`config.mk`:
```
export PLATFORM = sky130hd
export DESIGN_NAME = dmem_access_arbiter_flat
export DESIGN_NICKNAME = d
export VERILOG_FILES = /design/src/rtl/dmem_access_arbiter_if.sv /design/src/rtl/dmem_access_arbiter.sv /design/src/flat_wrapper.sv
export SDC_FILE = /design/constraint.sdc
export NUM_CORES = 1
export LEC_CHECK = 0
export CORE_AREA = 2 2 169 171
export CTS_CLUSTER_DIAMETER = 200
export DETAILED_ROUTE_END_ITERATION = 6
export DIE_AREA = 0 0 171 173
export PLACE_DENSITY = 0.69
export SYNTH_ARGS = -nofsm -noshare
export SYNTH_HDL_FRONTEND = slang
export SYNTH_SLANG_ARGS = --single-unit
```
`constraint.sdc`:
```
create_clock -name clk -period 7.56 [get_ports clk]
set_input_delay 0.756 -clock clk [delete_from_list [all_inputs] [get_ports clk]]
set_output_delay 0.756 -clock clk [all_outputs]
set_load 0.005 [all_outputs]
```
`src/rtl/dmem_access_arbiter_if.sv`:
```
// Bundle between requesters A/B, the external data memory and the arbiter.
// master = requester/memory side, slave = arbiter side.
interface dmem_access_arbiter_if #(
    parameter int DATA_WIDTH = 64,
    parameter int ADDR_WIDTH = 8
);
    logic                  clear_req;
    logic                  init_done;

    logic                  a_req;
    logic                  a_we;
    logic [ADDR_WIDTH-1:0] a_addr;
    logic [DATA_WIDTH-1:0] a_wdata;
    logic                  a_gnt;
    logic                  a_rvalid;
    logic [DATA_WIDTH-1:0] a_rdata;

    logic                  b_req;
    logic                  b_we;
    logic [ADDR_WIDTH-1:0] b_addr;
    logic [DATA_WIDTH-1:0] b_wdata;
    logic                  b_gnt;
    logic                  b_rvalid;
    logic [DATA_WIDTH-1:0] b_rdata;

    logic                  mem_we;
    logic [ADDR_WIDTH-1:0] mem_waddr;
    logic [DATA_WIDTH-1:0] mem_wdata;
    logic                  mem_re;
    logic [ADDR_WIDTH-1:0] mem_raddr;
    logic [DATA_WIDTH-1:0] mem_rdata;

    modport master (
        output clear_req,
        output a_req, a_we, a_addr, a_wdata,
        output b_req, b_we, b_addr, b_wdata,
        output mem_rdata,
        input  init_done,
        input  a_gnt, a_rvalid, a_rdata,
        input  b_gnt, b_rvalid, b_rdata,
        input  mem_we, mem_waddr, mem_wdata, mem_re, mem_raddr
    );

    modport slave (
        input  clear_req,
        input  a_req, a_we, a_addr, a_wdata,
        input  b_req, b_we, b_addr, b_wdata,
        input  mem_rdata,
        output init_done,
        output a_gnt, a_rvalid, a_rdata,
        output b_gnt, b_rvalid, b_rdata,
        output mem_we, mem_waddr, mem_wdata, mem_re, mem_raddr
    );
endinterface

```
`src/rtl/dmem_access_arbiter.sv`:
```
// Shares one 1W/1R data memory between requesters A and B with independent
// round-robin write/read arbitration and a zero-fill sweep on reset/clear.
module dmem_access_arbiter #(
    parameter int DATA_WIDTH = 64,
    parameter int ADDR_WIDTH = 8,
    parameter int DEPTH      = 256
) (
    input logic                 clk,
    input logic                 reset,
    dmem_access_arbiter_if.slave bus
);
    typedef enum logic {CLEAR, RUN} state_e;

    state_e                state_q, state_d;
    logic [ADDR_WIDTH-1:0] clr_addr_q, clr_addr_d;
    logic                  wr_prio_q, wr_prio_d;
    logic                  rd_prio_q, rd_prio_d;
    logic                  a_pend_q, a_pend_d;
    logic                  b_pend_q, b_pend_d;
    logic                  byp_q, byp_d;
    logic [DATA_WIDTH-1:0] byp_data_q, byp_data_d;
    logic [DATA_WIDTH-1:0] a_rdata_q, a_rdata_d;
    logic [DATA_WIDTH-1:0] b_rdata_q, b_rdata_d;

    logic                  a_wc, b_wc, a_rc, b_rc;
    logic                  a_wg, b_wg, a_rg, b_rg;
    logic                  we_c, re_c;
    logic [ADDR_WIDTH-1:0] waddr_c, raddr_c;
    logic [DATA_WIDTH-1:0] wdata_c;
    logic [DATA_WIDTH-1:0] ret_data;

    assign a_wc = bus.a_req & bus.a_we;
    assign b_wc = bus.b_req & bus.b_we;
    assign a_rc = bus.a_req & ~bus.a_we;
    assign b_rc = bus.b_req & ~bus.b_we;

    // A same-address write in the read's grant cycle overrides memory data.
    assign ret_data = byp_q ? byp_data_q : bus.mem_rdata;

    always_comb begin
        state_d    = state_q;
        clr_addr_d = clr_addr_q;
        wr_prio_d  = wr_prio_q;
        rd_prio_d  = rd_prio_q;
        a_pend_d   = 1'b0;
        b_pend_d   = 1'b0;
        byp_d      = 1'b0;
        byp_data_d = byp_data_q;
        a_wg       = 1'b0;
        b_wg       = 1'b0;
        a_rg       = 1'b0;
        b_rg       = 1'b0;
        we_c       = 1'b0;
        re_c       = 1'b0;
        waddr_c    = '0;
        raddr_c    = '0;
        wdata_c    = '0;
        a_rdata_d  = a_pend_q ? ret_data : a_rdata_q;
        b_rdata_d  = b_pend_q ? ret_data : b_rdata_q;

        unique case (state_q)
            CLEAR: begin
                we_c    = 1'b1;
                waddr_c = clr_addr_q;
                if (clr_addr_q == ADDR_WIDTH'(DEPTH - 1)) begin
                    state_d    = RUN;
                    clr_addr_d = '0;
                end else begin
                    clr_addr_d = clr_addr_q + 1'b1;
                end
            end
            RUN: begin
                if (bus.clear_req) begin
                    state_d    = CLEAR;
                    clr_addr_d = '0;
                end else begin
                    a_wg = a_wc & (~b_wc | ~wr_prio_q);
                    b_wg = b_wc & (~a_wc | wr_prio_q);
                    a_rg = a_rc & (~b_rc | ~rd_prio_q);
                    b_rg = b_rc & (~a_rc | rd_prio_q);
                    if (a_wc & b_wc) wr_prio_d = ~wr_prio_q;
                    if (a_rc & b_rc) rd_prio_d = ~rd_prio_q;

                    we_c    = a_wg | b_wg;
                    waddr_c = b_wg ? bus.b_addr : bus.a_addr;
                    wdata_c = b_wg ? bus.b_wdata : bus.a_wdata;
                    re_c    = a_rg | b_rg;
                    raddr_c = b_rg ? bus.b_addr : bus.a_addr;

                    a_pend_d = a_rg;
                    b_pend_d = b_rg;
                    byp_d    = we_c & re_c & (waddr_c == raddr_c);
                    if (byp_d) byp_data_d = wdata_c;
                end
            end
        endcase
    end

    always_ff @(posedge clk or posedge reset) begin
        if (reset) begin
            state_q    <= CLEAR;
            clr_addr_q <= '0;
            wr_prio_q  <= 1'b0;
            rd_prio_q  <= 1'b0;
            a_pend_q   <= 1'b0;
            b_pend_q   <= 1'b0;
            byp_q      <= 1'b0;
            byp_data_q <= '0;
            a_rdata_q  <= '0;
            b_rdata_q  <= '0;
        end else begin
            state_q    <= state_d;
            clr_addr_q <= clr_addr_d;
            wr_prio_q  <= wr_prio_d;
            rd_prio_q  <= rd_prio_d;
            a_pend_q   <= a_pend_d;
            b_pend_q   <= b_pend_d;
            byp_q      <= byp_d;
            byp_data_q <= byp_data_d;
            a_rdata_q  <= a_rdata_d;
            b_rdata_q  <= b_rdata_d;
        end
    end

    assign bus.init_done = (state_q == RUN);
    assign bus.a_gnt     = ~reset & (a_wg | a_rg);
    assign bus.b_gnt     = ~reset & (b_wg | b_rg);
    assign bus.mem_we    = ~reset & we_c;
    assign bus.mem_re    = ~reset & re_c;
    assign bus.mem_waddr = waddr_c;
    assign bus.mem_wdata = wdata_c;
    assign bus.mem_raddr = raddr_c;
    assign bus.a_rvalid  = a_pend_q;
    assign bus.b_rvalid  = b_pend_q;
    assign bus.a_rdata   = a_rdata_d;
    assign bus.b_rdata   = b_rdata_d;
endmodule

```
`src/flat_wrapper.sv`:
```
// flat-port wrapper written by rule: the top's interface ports become plain ports
module dmem_access_arbiter_flat 
#(
    parameter int DATA_WIDTH = 64,
    parameter int ADDR_WIDTH = 8,
    parameter int DEPTH      = 256
)
  (clk, reset, bus_clear_req, bus_a_req, bus_a_we, bus_a_addr, bus_a_wdata, bus_b_req, bus_b_we, bus_b_addr, bus_b_wdata, bus_mem_rdata, bus_init_done, bus_a_gnt, bus_a_rvalid, bus_a_rdata, bus_b_gnt, bus_b_rvalid, bus_b_rdata, bus_mem_we, bus_mem_waddr, bus_mem_wdata, bus_mem_re, bus_mem_raddr);
  dmem_access_arbiter_if #(.DATA_WIDTH(DATA_WIDTH), .ADDR_WIDTH(ADDR_WIDTH)) bus_i ();
  input logic clk;
  input logic reset;
  input wire logic [$bits(bus_i.clear_req)-1:0] bus_clear_req;
  input wire logic [$bits(bus_i.a_req)-1:0] bus_a_req;
  input wire logic [$bits(bus_i.a_we)-1:0] bus_a_we;
  input wire logic [$bits(bus_i.a_addr)-1:0] bus_a_addr;
  input wire logic [$bits(bus_i.a_wdata)-1:0] bus_a_wdata;
  input wire logic [$bits(bus_i.b_req)-1:0] bus_b_req;
  input wire logic [$bits(bus_i.b_we)-1:0] bus_b_we;
  input wire logic [$bits(bus_i.b_addr)-1:0] bus_b_addr;
  input wire logic [$bits(bus_i.b_wdata)-1:0] bus_b_wdata;
  input wire logic [$bits(bus_i.mem_rdata)-1:0] bus_mem_rdata;
  output wire logic [$bits(bus_i.init_done)-1:0] bus_init_done;
  output wire logic [$bits(bus_i.a_gnt)-1:0] bus_a_gnt;
  output wire logic [$bits(bus_i.a_rvalid)-1:0] bus_a_rvalid;
  output wire logic [$bits(bus_i.a_rdata)-1:0] bus_a_rdata;
  output wire logic [$bits(bus_i.b_gnt)-1:0] bus_b_gnt;
  output wire logic [$bits(bus_i.b_rvalid)-1:0] bus_b_rvalid;
  output wire logic [$bits(bus_i.b_rdata)-1:0] bus_b_rdata;
  output wire logic [$bits(bus_i.mem_we)-1:0] bus_mem_we;
  output wire logic [$bits(bus_i.mem_waddr)-1:0] bus_mem_waddr;
  output wire logic [$bits(bus_i.mem_wdata)-1:0] bus_mem_wdata;
  output wire logic [$bits(bus_i.mem_re)-1:0] bus_mem_re;
  output wire logic [$bits(bus_i.mem_raddr)-1:0] bus_mem_raddr;
  assign bus_i.clear_req = bus_clear_req;
  assign bus_i.a_req = bus_a_req;
  assign bus_i.a_we = bus_a_we;
  assign bus_i.a_addr = bus_a_addr;
  assign bus_i.a_wdata = bus_a_wdata;
  assign bus_i.b_req = bus_b_req;
  assign bus_i.b_we = bus_b_we;
  assign bus_i.b_addr = bus_b_addr;
  assign bus_i.b_wdata = bus_b_wdata;
  assign bus_i.mem_rdata = bus_mem_rdata;
  assign bus_init_done = bus_i.init_done;
  assign bus_a_gnt = bus_i.a_gnt;
  assign bus_a_rvalid = bus_i.a_rvalid;
  assign bus_a_rdata = bus_i.a_rdata;
  assign bus_b_gnt = bus_i.b_gnt;
  assign bus_b_rvalid = bus_i.b_rvalid;
  assign bus_b_rdata = bus_i.b_rdata;
  assign bus_mem_we = bus_i.mem_we;
  assign bus_mem_waddr = bus_i.mem_waddr;
  assign bus_mem_wdata = bus_i.mem_wdata;
  assign bus_mem_re = bus_i.mem_re;
  assign bus_mem_raddr = bus_i.mem_raddr;
  dmem_access_arbiter #(.DATA_WIDTH(DATA_WIDTH), .ADDR_WIDTH(ADDR_WIDTH), .DEPTH(DEPTH)) u_core (.clk(clk), .reset(reset), .bus(bus_i));
endmodule
```
# ---- Word-level counts from Yosys, hierarchy flattened
# Index checks and enable logic that the tools add are counted.
dict set report totals {
  mem_count 0
  ramBits 0
  mem_bits_ro 0
  latchBits 0
  wordCells 84
  register_bits 206
  out_inout_bits 215
  input_bits 215
}
dict set report classes {
  mux 32
  n_eq_ne 3
  n_bitwise 35
  add_sub_neg 1
  n_shift 0
  n_reduce_logical 3
  order_cmp 0
  div 0
  mul 0
}
# cell count
set ops {}
lappend ops {{64-bit two-way mux} 6}
lappend ops {{8-bit two-way mux} 7}
lappend ops {{8-bit one-hot mux with 2 select lines} 2}
lappend ops {{1-bit AND} 16}
lappend ops {{1-bit two-way mux} 15}
lappend ops {{1-bit NOT} 11}
lappend ops {{3-bit AND reduction} 3}
lappend ops {{8-bit by 1-bit adder with 8-bit output (second input constant)} 1}
lappend ops {{8-bit equality test} 1}
lappend ops {{8-bit equality test (second input constant)} 1}
lappend ops {{1-bit OR} 8}
lappend ops {{1-bit one-hot mux with 2 select lines} 2}
lappend ops {{2-bit != test (second input constant)} 1}

# ---- Logic depth before layout (Yosys ltp)
# Gate-level depths: netlist (run 1).
dict set report depth {
  depth_word 10
  depth_mapped 7
  ltp_nobuf 5
}

# ---- Worst setup path before layout (run 1)
# No wires, ideal clock.
dict set report synth_path {
  kind {input to output}
  start {in reset}
  end {out bus_b_gnt}
  setup_slack_ns 1.096
  path_buffers 0
  t_required_ns 6.804
  t_arrival_ns 5.708
  cell_stages 2
  path_cell_list {inv_1 and4_1}
}
dict set report synth_via {
  elab_chain_cells 2
}
# item line
set synth_rtl {}
lappend synth_rtl {{start, declared} flat_wrapper.sv:11} ;# input logic reset;
lappend synth_rtl {{1-bit NOT} dmem_access_arbiter.sv:127} ;# assign bus.b_gnt = ~reset & (b_wg | b_rg);
lappend synth_rtl {{1-bit AND} dmem_access_arbiter.sv:127}
lappend synth_rtl {{end, declared} flat_wrapper.sv:26} ;# output wire logic [$bits(bus_i.b_gnt)-1:0] bus_b_gnt;
# Every way passes these cells.

# ---- Worst setup path after layout (run 1)
dict set report layout_path {
  start {reg u_core.state_q (netlist: u_core.bus.init_done)}
  end {out bus_a_gnt}
}
dict set report layout_via {
  elab_chain_cells 3
}
# item line
set layout_rtl {}
lappend layout_rtl {{start, declared} dmem_access_arbiter.sv:14} ;# state_e state_q, state_d;
lappend layout_rtl {{start signal, assigned} dmem_access_arbiter.sv:112} ;# state_q <= state_d;
lappend layout_rtl {{1-bit two-way mux} n/a}
lappend layout_rtl {{net u_core.a_pend_d} dmem_access_arbiter.sv:18} ;# logic a_pend_q, a_pend_d;
lappend layout_rtl {{1-bit OR} dmem_access_arbiter.sv:126} ;# assign bus.a_gnt = ~reset & (a_wg | a_rg);
lappend layout_rtl {{1-bit AND} dmem_access_arbiter.sv:126}
lappend layout_rtl {{end, declared} flat_wrapper.sv:23} ;# output wire logic [$bits(bus_i.a_gnt)-1:0] bus_a_gnt;
# The timed path passes the listed nets, and every way through them passes these cells.

==> flow_summary.ini, run 1 <==
[cts]
cts_tree = built
cts_sinks = 206
clockRootBuffer = clkbuf_16
h-tree-depth = 1
numCtsBuffers = 25
insertion_delay_ns = 0.51
postCtsSetupBuffers = 0
cts-resized-gates = 0
clkSlewWorstSetupHoldPaths_ns = 0.06
postCtsHoldBufs = 0
clk_path_buf_depth = 3

[sta]
finalCriticalPeriod_ns = 4.01
finalCritPeriodShare = 0.530
slew_headroom = 0.373
slew_violations = 0
worst_clock_skew_ns = 0.0192
rsz0062_at_grt = false
setup_viol = 0
layout_setup_ws_ns = 3.55
hold_violations = 0
max_freq_mhz = 250
tns_ns = 0
tightest_slew_ns = 0.940

[logic_synthesis]
synth_top_area_share = 0.524
yosysMostFrequentCell = dfrtp_1
ys.flop_type = dfrtp_1
syn_avg_cell_area_um2 = 10.5
synth_nets = 1154
synth_top_area_cell = dfrtp_1
yosysWarningCount = 0
synth_cell_types = 37
yosys-top-cells-count = dfrtp_1 (206), nor2_1 (189), mux2i_1 (178)
yosysSeqAreaShare = 0.524
synthCells = 938
synth_edf_count = 0
syn_area_mm2 = 0.00984
ys_async_sr_fraction = 1.00
ys_top_cells_by_area = dfrtp_1 (52%), mux2i_1 (18%), nor2_1 (7.2%)
synth-seq-cells = 206

[worst_setup_path]
critical_path_class = reg2out
cpPeakStageDelay_ns = 0.85
critPathSlowestCell = dfrtp_1
startpoint = u_core.bus.init_done
critPathArrivalTime_ns = 3.25
worstReg2RegStart = u_core.bus.init_done
crit_family = simple AND/OR/NAND/NOR gates
cp-start-kind = flop
cp_max_fo = 76
crit_top_cell = nor2_1
crit_chain = nand2b_4, a211oi_1, nor2_1, nor2_1, clkdlybuf4s50_1
worst-path-buf-inv = 1
crit_path_end_kind = output pin
worstPathRequired_ns = 6.80

[die]
core_area_mm2 = 0.0276
io_pins = 430
num_rows = 61
die_area_mm2 = 0.0296
die_w_um = 171
start_util = 0.356
die_h_um = 173

[place]
io_buffers = 429
dpl.hpwl_um = 23600
pre_cts_slack_ns = 3.49
place.gp.congestion = 0.892

[cells_and_area]
finalNetCount = 1556
diodes = 0
fill_cells = 2447
drive_above_1_share = 0.0648
area_growth_pct = 54.3

[routing]
vias = 8251
drt-total-wl_um = 32600
drc_errors = 0
drtIter0Drc = 450
via_per_inst = 4.76
routedWlPerCell_um = 18.8
final_antenna_net_count = 0
firstDrtPassIters = 5

[grt]
track_usage = 0.215
grt_max_degree = 84
grt_pass1_wl_um = 49600
grt_antenna_before_repair = 0
grt_pass1_vias = 8528
gr-total-overflow = 0

[pwr]
power_density_mw_per_mm2 = 185
vdd_drop_max_mv = 0.138
power.leakage_nw = 6.43

[min_path]
hold_path.class = reg2reg
min_from = u_core.byp_data_q[60]

[status]
status = completed

[flow_run]
cap_violations = 0
## worst reg2reg max path, delay by kind of cell (launching register included)
kind / cells / cell delay, ns
buffers and inverters: 2 / 1.15
flip-flops: 1 / 0.85
multiplexers: 1 / 0.46
AND/OR/NAND/NOR: 3 / 1.13
## placed cells by master (no fill, tap or decap), types with 3 or more instances in the layout
master	n
clkdlybuf4s50_1	429
dfrtp_1	203
a21oi_1	132
clkbuf_1	4
o21ai_0	4
clkbuf_16	25
buf_4	9
and2_1	16
nor2_1	189
mux2_2	15
xor2_1	3
clkbuf_8	6
nand4_1	3
mux2i_1	178
inv_1	58
mux2_4	16
dfrtp_4	3
o22ai_1	11
nand2_1	4
xnor2_1	12
clkinv_2	6
## report_power, final
| group | leakage [nW] | switching (W) | internal (W) |
|---|---|---|---|
| registers | 2.00 | 0.0000294 | 0.00115 |
| clock network | 0.408 | 0.000451 | 0.000730 |
| logic | 4.02 | 0.000195 | 0.000258 |
| total | 6.43 | 0.000675 | 0.00214 |
## kinds of logic after synthesis
group,Yosys count,synth area share
compound gates,157,0.0839
xor+xnor,15,0.0134
fa+ha+maj,1,0.00127
buf+inv,122,0.0586
flops,206,0.524
mux,209,0.223
simple gates,228,0.0960
## layer usage
metal | up-vias | share of wire | track usage
li1 | 3978 | - | -
met1 | 3966 | 0.42 | 0.277
met2 | 259 | 0.50 | 0.373
met3 | 48 | 0.054 | 0.0357
met4 | 0 | 0.027 | 0.0561
met5 | - | 0 | 0
## layout make-up
cell class,count,area (um^2),area share
multi-input combinational,610,4130,0.272
timing repair buffer,438,4360,0.287
clock buffer,35,723,0.0476
sequential,206,5170,0.340
clock inverter,9,97.6,0.00643
tap,378,473,0.0312
inverter,59,229,0.0151
## sequential cells by signal, indices dropped and copies added (netlist names), 8 cells and up
signal	cells
u_core.a_rdata_q	64
u_core.b_rdata_q	64
u_core.byp_data_q	64
u_core.clr_addr_q	8
## per-stage QoR
stage	instance area, um^2	hold WS [ns]	util	std cells	power [W]
2_1_floorplan	9840	0.480	-	938	0.00138
3_3_place_gp	14400	0.497	0.520	1691	0.00165
3_5_place_dp	14400	0.500	0.520	1691	0.00165
4_1_cts	15200	0.513	0.549	1735	0.00285
5_1_grt	15200	0.521	0.549	1735	0.00294
6_report	15200	0.508	0.549	1735	0.00281
## worst paths after layout
kind | end | slack, ns | cells after the start
worst max register to register | u_core.byp_data_q[56] | 3.85 | 6
worst max-delay path | bus_a_gnt | 3.55 | 5
worst min-delay path | u_core.byp_data_q[60] | 0.51 | 1
max in group asynchronous | u_core.bus.b_rvalid | 5.37 | 3
worst min register to register | u_core.byp_data_q[60] | 0.51 | 1
min in group asynchronous | u_core.rd_prio_q | 0.84 | 2
Power figures use the tool's default switching activity.
==> run 2, diff against run 1 <==
--- a/config.mk
+++ b/config.mk
@@ -5,11 +5,11 @@
 export SDC_FILE = /design/constraint.sdc
 export NUM_CORES = 1
 export LEC_CHECK = 0
-export CORE_AREA = 2 2 169 171
+export CORE_AREA = 2 2 167 169
 export CTS_CLUSTER_DIAMETER = 200
 export DETAILED_ROUTE_END_ITERATION = 6
-export DIE_AREA = 0 0 171 173
-export PLACE_DENSITY = 0.69
+export DIE_AREA = 0 0 169 171
+export PLACE_DENSITY = 0.74
 export SYNTH_ARGS = -nofsm -noshare
 export SYNTH_HDL_FRONTEND = slang
 export SYNTH_SLANG_ARGS = --single-unit
==> constraint.sdc (replaced) <==
create_clock -name clk -period 3.6 [get_ports clk]
set_input_delay 0.36 -clock clk [delete_from_list [all_inputs] [get_ports clk]]
set_output_delay 0.36 -clock clk [all_outputs]
set_load 0.005 [all_outputs]
==> flow_summary.ini, run 2 (synthesized netlist as in run 1, its figures left out) <==
[cells_and_area]
fill_cells = 2354
top_regs = u_core.a_rdata_q (64), u_core.b_rdata_q (64), u_core.byp_data_q (64)
stdcell_count = 1708
diodes = 0
area_growth_pct = 55.5
final_cell_mix = clkdlybuf4s50_1 (429), dfrtp_1 (203), nor2_1 (189)
drive_above_1_share = 0.0683
final_common_cell = clkdlybuf4s50_1
finalNetCount = 1562

[place]
dpl.hpwl_um = 23800
place.gp.congestion = 0.868
io_buffers = 429
placed_cells = 1666

[cts]
clkSlewWorstSetupHoldPaths_ns = 0.06
numCtsBuffers = 24
postCtsSetupBuffers = 0
insertion_delay_ns = 0.51
cts_sinks = 206
cts-resized-gates = 0
postCtsHoldBufs = 0
clockRootBuffer = clkbuf_16
cts_tree = built
h-tree-depth = 1
clk_path_buf_depth = 3

[worst_setup_path]
worst-r2r-setup-slack_ns = 1.22
critPathArrivalTime_ns = 2.64
path_depth = 7
critPathSlowestCell = clkdlybuf4s50_1
rr_worst_depth = 5
cp-start-kind = input port
crit_chain = clkdlybuf4s50_1, nand2_1, o21bai_4, buf_12, mux2i_1, nor2_1, clkdlybuf4s50_1
crit_top_cell = clkdlybuf4s50_1
cpPeakStageDelay_ns = 0.55
worst-path-buf-inv = 3
crit_family = buffers and inverters
critical_path_class = in2out
crit_path_end_kind = output pin
worstReg2RegStart = u_core.bus.init_done
worstPathRequired_ns = 3.24
worstReg2RegEnd = u_core.byp_data_q[58]
cp_max_fo = 36

[status]
status = completed

[grt]
grt_pass1_wl_um = 49500
grt_max_degree = 192
track_usage = 0.219
grt_pass1_vias = 8573
grt_antenna_before_repair = 1
gr-total-overflow = 0

[die]
die_w_um = 169
io_pins = 430
die_area_mm2 = 0.0289
die_h_um = 171
core_area_mm2 = 0.0273
start_util = 0.360
num_rows = 61

[pwr]
power_w = 0.00598
power.leakage_nw = 6.49
vdd_drop_max_mv = 0.292
power_density_mw_per_mm2 = 391

[sta]
rsz0062_at_grt = false
tightest_slew_ns = 1.11
hold_violations = 0
finalCritPeriodShare = 0.832
slew_violations = 0
worst_clock_skew_ns = 0.0108
max_freq_mhz = 334
slew_headroom = 0.257
setup_viol = 0
finalCriticalPeriod_ns = 3.00

[min_path]
hold_path.class = in2async

[routing]
routedWlPerCell_um = 19.0
drc_errors = 0
via_per_inst = 4.89
firstDrtPassIters = 5
drt-total-wl_um = 32400
drtIter0Drc = 418
final_antenna_net_count = 0
vias = 8346

[flow_run]
cap_violations = 0
==> run 2: changes by cell type in the layout (fill, tap and decap cells not counted) <==
cell | previous run | this run
buf_12 | 0 | 8
buf_4 | 9 | 8
bufinv_16 | 2 | 4
clkbuf_8 | 6 | 1
clkinv_2 | 6 | 5
clkinv_4 | 0 | 3
inv_8 | 1 | 0
==> run 2: power by group <==
group | total [W] | switching [W] | internal, W | leakage, nW
clock | 0.00255 | 0.000978 | 0.00157 | 0.408
sequential | 0.00248 | 0.0000621 | 0.00242 | 2.00
combinational | 0.000951 | 0.000405 | 0.000546 | 4.08
total | 0.00598 | 0.00144 | 0.00454 | 6.49
==> run 2: area by class of cell <==
type                            count  area, um^2  share of cell area
Multi-Input combinational cell    610        4130               0.270
Tap cell                          346         433              0.0283
Clock buffer                       30         654              0.0428
Sequential cell                   206        5170               0.338
Clock inverter                     12         171              0.0112
Timing Repair Buffer              445        4510               0.295
Inverter                           59         225              0.0147
==> run 2: worst max path at each step <==
| stage | from | to | slack [ns] |
|---|---|---|---|
| after floorplan | reset | bus_b_gnt | -0.64 |
| after global placement | bus_a_we | bus_mem_wdata[25] | 0.57 |
| after detailed placement | bus_a_we | bus_mem_wdata[25] | 0.55 |
| after CTS | bus_a_we | bus_mem_wdata[25] | 0.55 |
| after global routing | bus_a_we | bus_mem_wdata[25] | 0.39 |
| final | bus_a_we | bus_mem_wdata[25] | 0.60 |
==> run 2: through the flow <==
step,hold WS [ns],setup TNS (ns),util,instance area [um^2],setup slack [ns]
final,0.319,0,0.560,15300,0.604
after global routing,0.321,0,0.560,15300,0.386
after CTS,0.299,0,0.560,15300,0.552
after detailed placement,0.503,0,0.529,14500,0.549
after global placement,0.502,0,0.529,14500,0.568
after floorplan,0.480,-0.639,-,9840,-0.639
==> run 2: routing by layer <==
metal | part of all wire | global-route usage
met1 | 0.42 | 0.279
met2 | 0.50 | 0.384
met3 | 0.060 | 0.0446
met4 | 0.020 | 0.0550
met5 | 0 | 0
==> run 2: worst register-to-register path, delay by kind of cell (launching register included) <==
kind / cells / cell delay (ns)
mux: 1 / 0.40
flops: 1 / 0.45
simple gates: 3 / 1.11
buf+inv: 1 / 0.31
